File: config.mk
export PLATFORM = sky130hd
export DESIGN_NAME = sym_vn_lut_loader_flat
export DESIGN_NICKNAME = d
export VERILOG_FILES = /design/src/rtl/sym_ib_lut_pkg.sv /design/src/rtl/sym_vn_lut_loader_if.sv /design/src/rtl/sym_vn_lut_loader.sv /design/src/flat_wrapper.sv
export SDC_FILE = /design/constraint.sdc
export NUM_CORES = 1
export LEC_CHECK = 0
export BUFFER_PORTS_ARGS = -buffer_cell sky130_fd_sc_hd__buf_2
export CORE_MARGIN = 1
export CORE_UTILIZATION = 49
export DETAILED_ROUTE_END_ITERATION = 8
export HOLD_SLACK_MARGIN = 0.05
export PLACE_DENSITY_LB_ADDON = 0.2
export SLEW_MARGIN = 20
export SYNTH_ARGS = -nofsm -noshare
export SYNTH_HDL_FRONTEND = slang
export SYNTH_SLANG_ARGS = --single-unit
export TNS_END_PERCENT = 10
File: constraint.sdc
create_clock -name write_clk -period 1.45 [get_ports write_clk]
set_input_delay 0.0725 -clock write_clk [delete_from_list [all_inputs] [get_ports write_clk]]
set_output_delay 0.0725 -clock write_clk [all_outputs]
set_load 0.05 [all_outputs]
File: src/rtl/sym_ib_lut_pkg.sv
// sym_ib_lut_pkg: shared sizes and loader state encoding for the symmetric VN IB-LUT.
package sym_ib_lut_pkg;
    localparam int PAGE_NUM    = 64;
    localparam int PAGE_ADDR_W = $clog2(PAGE_NUM);
    localparam int LUT_DATA_W  = 4;
    localparam int WORD_W      = 2 * LUT_DATA_W;
    typedef enum logic [1:0] {IDLE, LOAD, DONE} ld_state_e;
endpackage

File: src/rtl/sym_vn_lut_loader_if.sv
// sym_vn_lut_loader_if: LUT page stream in, RAM write port out.
interface sym_vn_lut_loader_if;
    import sym_ib_lut_pkg::*;
    logic [WORD_W-1:0]      lut_word_in;
    logic                   lut_valid;
    logic                   lut_ready;
    logic [LUT_DATA_W-1:0]  lut_in_bank0;
    logic [LUT_DATA_W-1:0]  lut_in_bank1;
    logic [PAGE_ADDR_W-1:0] page_write_addr;
    logic                   write_addr_offset;
    logic                   we;
    modport master (
        output lut_word_in, lut_valid,
        input  lut_ready, lut_in_bank0, lut_in_bank1, page_write_addr, write_addr_offset, we
    );
    modport slave (
        input  lut_word_in, lut_valid,
        output lut_ready, lut_in_bank0, lut_in_bank1, page_write_addr, write_addr_offset, we
    );
endinterface

File: src/rtl/sym_vn_lut_loader.sv
// sym_vn_lut_loader: ping-pong write feeder for the VN IB-LUT RAM; fills the idle offset half
// and optionally hands it to the reader on completion.
module sym_vn_lut_loader
    import sym_ib_lut_pkg::*;
(
    input  logic               write_clk,
    input  logic               rst,
    input  logic               load_start,
    input  logic               swap_en,
    input  logic               load_abort,
    sym_vn_lut_loader_if.slave bus,
    output logic               read_addr_offset,
    output logic               load_busy,
    output logic               load_done
);
    ld_state_e state_q, state_d;
    logic [PAGE_ADDR_W-1:0] cnt_q, cnt_d, addr_q, addr_d;
    logic [LUT_DATA_W-1:0]  b0_q, b0_d, b1_q, b1_d;
    logic tgt_q, tgt_d, swap_q, swap_d, woff_q, woff_d, we_q, we_d;
    logic roff_q, roff_d, busy_q, busy_d, done_q, done_d;
    logic accept, start;

    always_comb begin
        accept  = (state_q == LOAD) && !load_abort && bus.lut_valid;
        start   = (state_q == IDLE) && load_start;
        state_d = state_q;
        case (state_q)
            IDLE:    state_d = load_start ? LOAD : IDLE;
            LOAD:    state_d = load_abort ? IDLE :
                               (accept && cnt_q == PAGE_ADDR_W'(PAGE_NUM - 1)) ? DONE : LOAD;
            default: state_d = IDLE;
        endcase
        cnt_d  = start ? '0 : accept ? cnt_q + PAGE_ADDR_W'(1) : cnt_q;
        tgt_d  = start ? ~roff_q : tgt_q;
        swap_d = start ? swap_en : swap_q;
        we_d   = accept;
        addr_d = accept ? cnt_q : addr_q;
        b0_d   = accept ? bus.lut_word_in[LUT_DATA_W-1:0] : b0_q;
        b1_d   = accept ? bus.lut_word_in[WORD_W-1:LUT_DATA_W] : b1_q;
        woff_d = accept ? tgt_q : woff_q;
        // The read half flips only on the cycle after the final write has landed.
        roff_d = (state_q == DONE && swap_q) ? tgt_q : roff_q;
        done_d = state_q == DONE;
        busy_d = state_d != IDLE;
    end

    always_ff @(posedge write_clk or posedge rst) begin
        if (rst) begin
            state_q <= IDLE;
            cnt_q   <= '0;
            tgt_q   <= 1'b0;
            swap_q  <= 1'b0;
            we_q    <= 1'b0;
            addr_q  <= '0;
            b0_q    <= '0;
            b1_q    <= '0;
            woff_q  <= 1'b0;
            roff_q  <= 1'b0;
            busy_q  <= 1'b0;
            done_q  <= 1'b0;
        end else begin
            state_q <= state_d;
            cnt_q   <= cnt_d;
            tgt_q   <= tgt_d;
            swap_q  <= swap_d;
            we_q    <= we_d;
            addr_q  <= addr_d;
            b0_q    <= b0_d;
            b1_q    <= b1_d;
            woff_q  <= woff_d;
            roff_q  <= roff_d;
            busy_q  <= busy_d;
            done_q  <= done_d;
        end
    end

    assign bus.lut_ready         = (state_q == LOAD) && !load_abort;
    assign bus.lut_in_bank0      = b0_q;
    assign bus.lut_in_bank1      = b1_q;
    assign bus.page_write_addr   = addr_q;
    assign bus.write_addr_offset = woff_q;
    assign bus.we                = we_q;
    assign read_addr_offset      = roff_q;
    assign load_busy             = busy_q;
    assign load_done             = done_q;
endmodule

File: src/flat_wrapper.sv
// flat-port wrapper written by rule: the top's interface ports become plain ports
module sym_vn_lut_loader_flat import sym_ib_lut_pkg::*;
  (write_clk, rst, load_start, swap_en, load_abort, read_addr_offset, load_busy, load_done, bus_lut_word_in, bus_lut_valid, bus_lut_ready, bus_lut_in_bank0, bus_lut_in_bank1, bus_page_write_addr, bus_write_addr_offset, bus_we);
  sym_vn_lut_loader_if bus_i ();
  input  logic write_clk;
  input  logic rst;
  input  logic load_start;
  input  logic swap_en;
  input  logic load_abort;
  output logic read_addr_offset;
  output logic load_busy;
  output logic load_done;
  input wire logic [$bits(bus_i.lut_word_in)-1:0] bus_lut_word_in;
  input wire logic [$bits(bus_i.lut_valid)-1:0] bus_lut_valid;
  output wire logic [$bits(bus_i.lut_ready)-1:0] bus_lut_ready;
  output wire logic [$bits(bus_i.lut_in_bank0)-1:0] bus_lut_in_bank0;
  output wire logic [$bits(bus_i.lut_in_bank1)-1:0] bus_lut_in_bank1;
  output wire logic [$bits(bus_i.page_write_addr)-1:0] bus_page_write_addr;
  output wire logic [$bits(bus_i.write_addr_offset)-1:0] bus_write_addr_offset;
  output wire logic [$bits(bus_i.we)-1:0] bus_we;
  assign bus_i.lut_word_in = bus_lut_word_in;
  assign bus_i.lut_valid = bus_lut_valid;
  assign bus_lut_ready = bus_i.lut_ready;
  assign bus_lut_in_bank0 = bus_i.lut_in_bank0;
  assign bus_lut_in_bank1 = bus_i.lut_in_bank1;
  assign bus_page_write_addr = bus_i.page_write_addr;
  assign bus_write_addr_offset = bus_i.write_addr_offset;
  assign bus_we = bus_i.we;
  sym_vn_lut_loader u_core (.write_clk(write_clk), .rst(rst), .load_start(load_start), .swap_en(swap_en), .load_abort(load_abort), .bus(bus_i), .read_addr_offset(read_addr_offset), .load_busy(load_busy), .load_done(load_done));
endmodule
Word-level counts from Yosys, hierarchy flattened
Cells that the tools add are included.
{"block": "classes", "addsub": 1, "n_mux": 6, "n_eq_ne": 3, "reduce_logical": 9, "bitwise": 1}
{"cell": "6-bit two-way mux", "n": 2}
{"cell": "6-bit by 1-bit adder with 6-bit output, second input constant", "n": 1}
{"cell": "6-bit == test, second input constant", "n": 1}
{"cell": "1-bit logical AND", "n": 5}
{"cell": "2-bit two-way mux", "n": 2}
{"cell": "2-bit one-hot mux with 2 select lines", "n": 1}
{"cell": "2-bit nonzero test", "n": 2}
{"cell": "2-bit by 1-bit == test with 1-bit output, second input constant", "n": 1}
{"cell": "2-bit == test, second input constant", "n": 1}
{"cell": "2-bit zero test", "n": 1}
{"cell": "1-bit zero test", "n": 1}
{"cell": "1-bit two-way mux", "n": 1}
{"cell": "1-bit inverter", "n": 1}
{"block": "word_totals", "ff_bits": 29, "wordCells": 32, "in_bits": 14}

Depth between registers and ports, before layout
{"block": "logic_depth", "word_depth": 8, "mapped_depth": 6}

Worst setup path after synthesis
No wires, ideal clock.
{"block": "synth_timing", "path_kind": "reg2reg", "from": "register u_core.state_q[1]", "to": "register u_core.cnt_q[5]", "path_slack_ps": 132, "arrival_time_ps": 1241, "path_stages_with_launch": 4, "path_buffers": 0, "path_cell_list": "dfrtp_1 > nand4bb_4 > or4_1 > a21oi_1"}
{"block": "synth_between", "elab_chain_len": 4}
{"item": "from (decl)", "line": "sym_vn_lut_loader.sv:16", "source": "ld_state_e state_q, state_d;"}
{"item": "from (signal assigned)", "line": "sym_vn_lut_loader.sv:62", "source": "state_q <= state_d;"}
{"item": "2-bit by 1-bit == test with 1-bit output", "line": "sym_vn_lut_loader.sv:24", "source": "accept = (state_q == LOAD) && !load_abort && bus.lut_valid;"}
{"item": "1-bit logical AND (2 in series)", "line": "sym_vn_lut_loader.sv:24"}
{"item": "2-bit nonzero test (no line)"}
{"item": "to (signal assigned)", "line": "sym_vn_lut_loader.sv:63", "source": "cnt_q <= cnt_d;"}
{"item": "to (decl)", "line": "sym_vn_lut_loader.sv:17", "source": "logic [PAGE_ADDR_W-1:0] cnt_q, cnt_d, addr_q, addr_d;"}
Several ways; a longest one is shown, not always the timed one.
A chain may end at the register's enable or synchronous reset.

Worst setup path after layout
Same ends and word-level chain as after synthesis.

==> flow_summary.yaml <==
run_status:
  outcome: "finished clean"
timing:
  period_share_pct: 95.3
  fmax_mhz: 724
  tns_ps: 0
  worstMarginPinSlew_ps: 361
  setup_viol: 0
  relSlewSlack_pct: 75.9
  min_period_ps: 1380
  hold_ws_ps: 67.3
  timing.final.ws_setup_ps: 68.3
  report.final.slew_viol_count: 0
  hold_viol: 0
  rsz0062_at_grt: "no"
  fin_skew_ps: 5.05
critical_path:
  cp.arrival_ps: 1640
  rr_endpoint: "u_core.cnt_q[5]"
  crit_fanout: 5
  worstSetupEndpointType: "flop"
  r2r.worst_path.cells: 3
  cp.required_ps: 1700
  startpoint: "u_core.state_q[1]"
  r2r_setup_slack_ps: 70
  crit_type: "reg -> reg"
  worstSetupStartpointType: "flop"
  r2r-start: "u_core.state_q[1]"
logic_synthesis:
  ys_top_cells_by_area: "dfrtp_1 62%, nand2_1 19%, nand4bb_4 2.4%"
  synth_top_area_share_pct: 62.2
  ys_ff_latch: 29
  syn_nets: 135
  yosysSeqAreaShare_pct: 62.2
  ys_warn_count: 0
  syn_area_per_cell_um2: 9.72
  syn_area_um2: 1170
  yosys.area.top_type: "dfrtp_1"
  netlist_instances: 120
  synth.distinct_cells: 22
worst_hold_path:
  hp-start: "load_abort"
  whs_path_depth: 4
  hold_class: "in -> reg"
  min_to: "u_core.load_busy"
power:
  p_clk_share_pct: 23.0
  switching_share_pct: 37.3
  power_density_nw_per_um2: 1340
  vdd_ir_drop_max_uv: 801
  p_sw_uw: 779
  p_comb_share_pct: 29.8
  internal_power_uw: 1310
  p_leak_uw: 0.000872
  power_frac_seq_pct: 47.2
  power.total_uw: 2090
final_layout:
  final_nets: 186
  syn_to_final_growth_pct: 33.3
  antennaDiodeCount: 0
  drive_gt1_share_pct: 29.2
  final_cell_mix: "58 x nand2_1, 33 x buf_2, 29 x dfrtp_1"
  layout_commonest_cell: "nand2_1"
  fin_cells: 199
clock_tree:
  clkLatencyLatePin_ps: 320
  numCtsBuffers: 5
  clkSlewWorstSetupHoldPaths_ps: 80
  cts_tree: "done"
  cts_sinks: 29
  cts-root-buf: "clkbuf_4"
  clockBufferDepth: 2
  cts-htree-levels: 2
global_route:
  grt_pass1_vias: 897
  grt_usage_pct: 21.5
  antenna_found_initial: 0
  grt_pass1_wl_um: 3850
  grt_start_max_net_pins: 30
  grt_overflow: 0
detailed_routing:
  wl_per_cell_um: 11.2
  firstDrtPassIters: 4
  dr_wl_met3_um: 100
  wl_um: 2230
  ant_nets: 0
  via_per_inst: 4.81
  wl_met1_um: 1050
  drtIter0Drc: 9
  vias: 958
  highest_layer: "met4"
  wl_met2_um: 1020
  drc: 0
placement:
  placed_cells: 182
  gp_congestion: 0.748
  pre_cts_slack_ps: 71.4
  io_buffers: 33
  dp_hpwl_um: 1490
die:
  dieHeight_um: 50.8
  die-width_um: 50.8
  core_um2: 2230
  rows: 17
  io_pins: 34
  die-area_um2: 2580
  initial_core_util_pct: 52.2
run:
  maxCapViolCount: 0
## layer usage
metal	vias to the layer above	track usage (%)
met5	-	0
met4	0	12.5
met3	5	8.18
met2	25	31.3
met1	444	27.1
li1	484	-
## cell type report
class,count,area (um^2)
Sequential cell,29,726
Fill cell,193,679
Multi-Input combinational cell,82,409
Timing Repair Buffer,49,314
Clock buffer,7,55.1
Tap cell,28,35.0
Inverter,4,15.0
## metrics by stage
stage,util [%],cell area [um^2]
2_1_floorplan,-,1170
3_3_place_gp,62.1,1390
3_5_place_dp,62.1,1390
4_1_cts,69.1,1540
5_1_grt,69.6,1550
6_report,69.6,1550
## power by group through the flow
stage / clock network, uW / logic (uW) / registers, uW
2_1_floorplan: 0 / 149 / 1300
3_3_place_gp: 0 / 597 / 997
3_5_place_dp: 0 / 605 / 1000
4_1_cts: 494 / 627 / 985
5_1_grt: 534 / 670 / 1000
6_report: 480 / 622 / 985
## synth_stat cells
| cell type | n |
|---|---|
| nand3_1 | 1 |
| or4_1 | 1 |
| mux2i_1 | 2 |
| a21oi_1 | 3 |
| nor3_1 | 1 |
| nand2_1 | 58 |
| or3_1 | 1 |
| buf_2 | 4 |
| nand4_1 | 2 |
| ha_1 | 1 |
| mux2_2 | 1 |
| clkbuf_1 | 1 |
| o31ai_1 | 1 |
| o21ai_0 | 3 |
| nand4bb_4 | 1 |
| xnor2_1 | 1 |
| nor2b_1 | 1 |
| or3b_2 | 1 |
| nor3b_1 | 1 |
| nor2_1 | 2 |
| dfrtp_1 | 29 |
| inv_1 | 4 |
## worst max-delay path by stage
stage,to,depth (start not counted)
4_1_cts,u_core.cnt_q[5],3
2_1_floorplan,u_core.cnt_q[5],3
5_1_grt,u_core.cnt_q[5],4
3_5_place_dp,u_core.cnt_q[5],3
3_3_place_gp,u_core.cnt_q[5],3
6_report,u_core.cnt_q[5],3
## cells by family (layout without fill, tap and decap cells)
logic type / Yosys count / after routing / share of synthesized area, %
AND/OR/NAND/NOR: 70 / 70 / 26.7
flip-flops: 29 / 29 / 62.2
buffers and inverters: 9 / 60 / 3.33
AO/OA/AOI/OAI: 7 / 7 / 3.22
multiplexers: 3 / 3 / 2.68
adder cells (fa/ha/maj): 1 / 1 / 1.07
XOR/XNOR: 1 / 1 / 0.751
## what timing repair did
item,in CTS,in global routing
endpoints found under the hold margin,38,0
buffers inserted,0,0
hold buffers,10,0
gates resized for setup,0,3
endpoints found under the setup margin,0,1
## worst max-delay path, cell delays in order, from the launching register on
cell and delay [ps]:
dfrtp_1 410, nand4bb_4 260, or4_4 530, a21oi_2 120
## flip-flops by register name, indices dropped and copies added (netlist names)
name                          cells
u_core.cnt_q                      6
u_core.tgt_q                      1
u_core.bus.lut_in_bank0           4
u_core.state_q                    2
u_core.load_busy                  1
u_core.swap_q                     1
u_core.read_addr_offset           1
u_core.bus.write_addr_offset      1
u_core.bus.lut_in_bank1           4
u_core.bus.page_write_addr        6
u_core.load_done                  1
u_core.bus.we                     1
No activity file was read; power rests on OpenSTA's default activity.
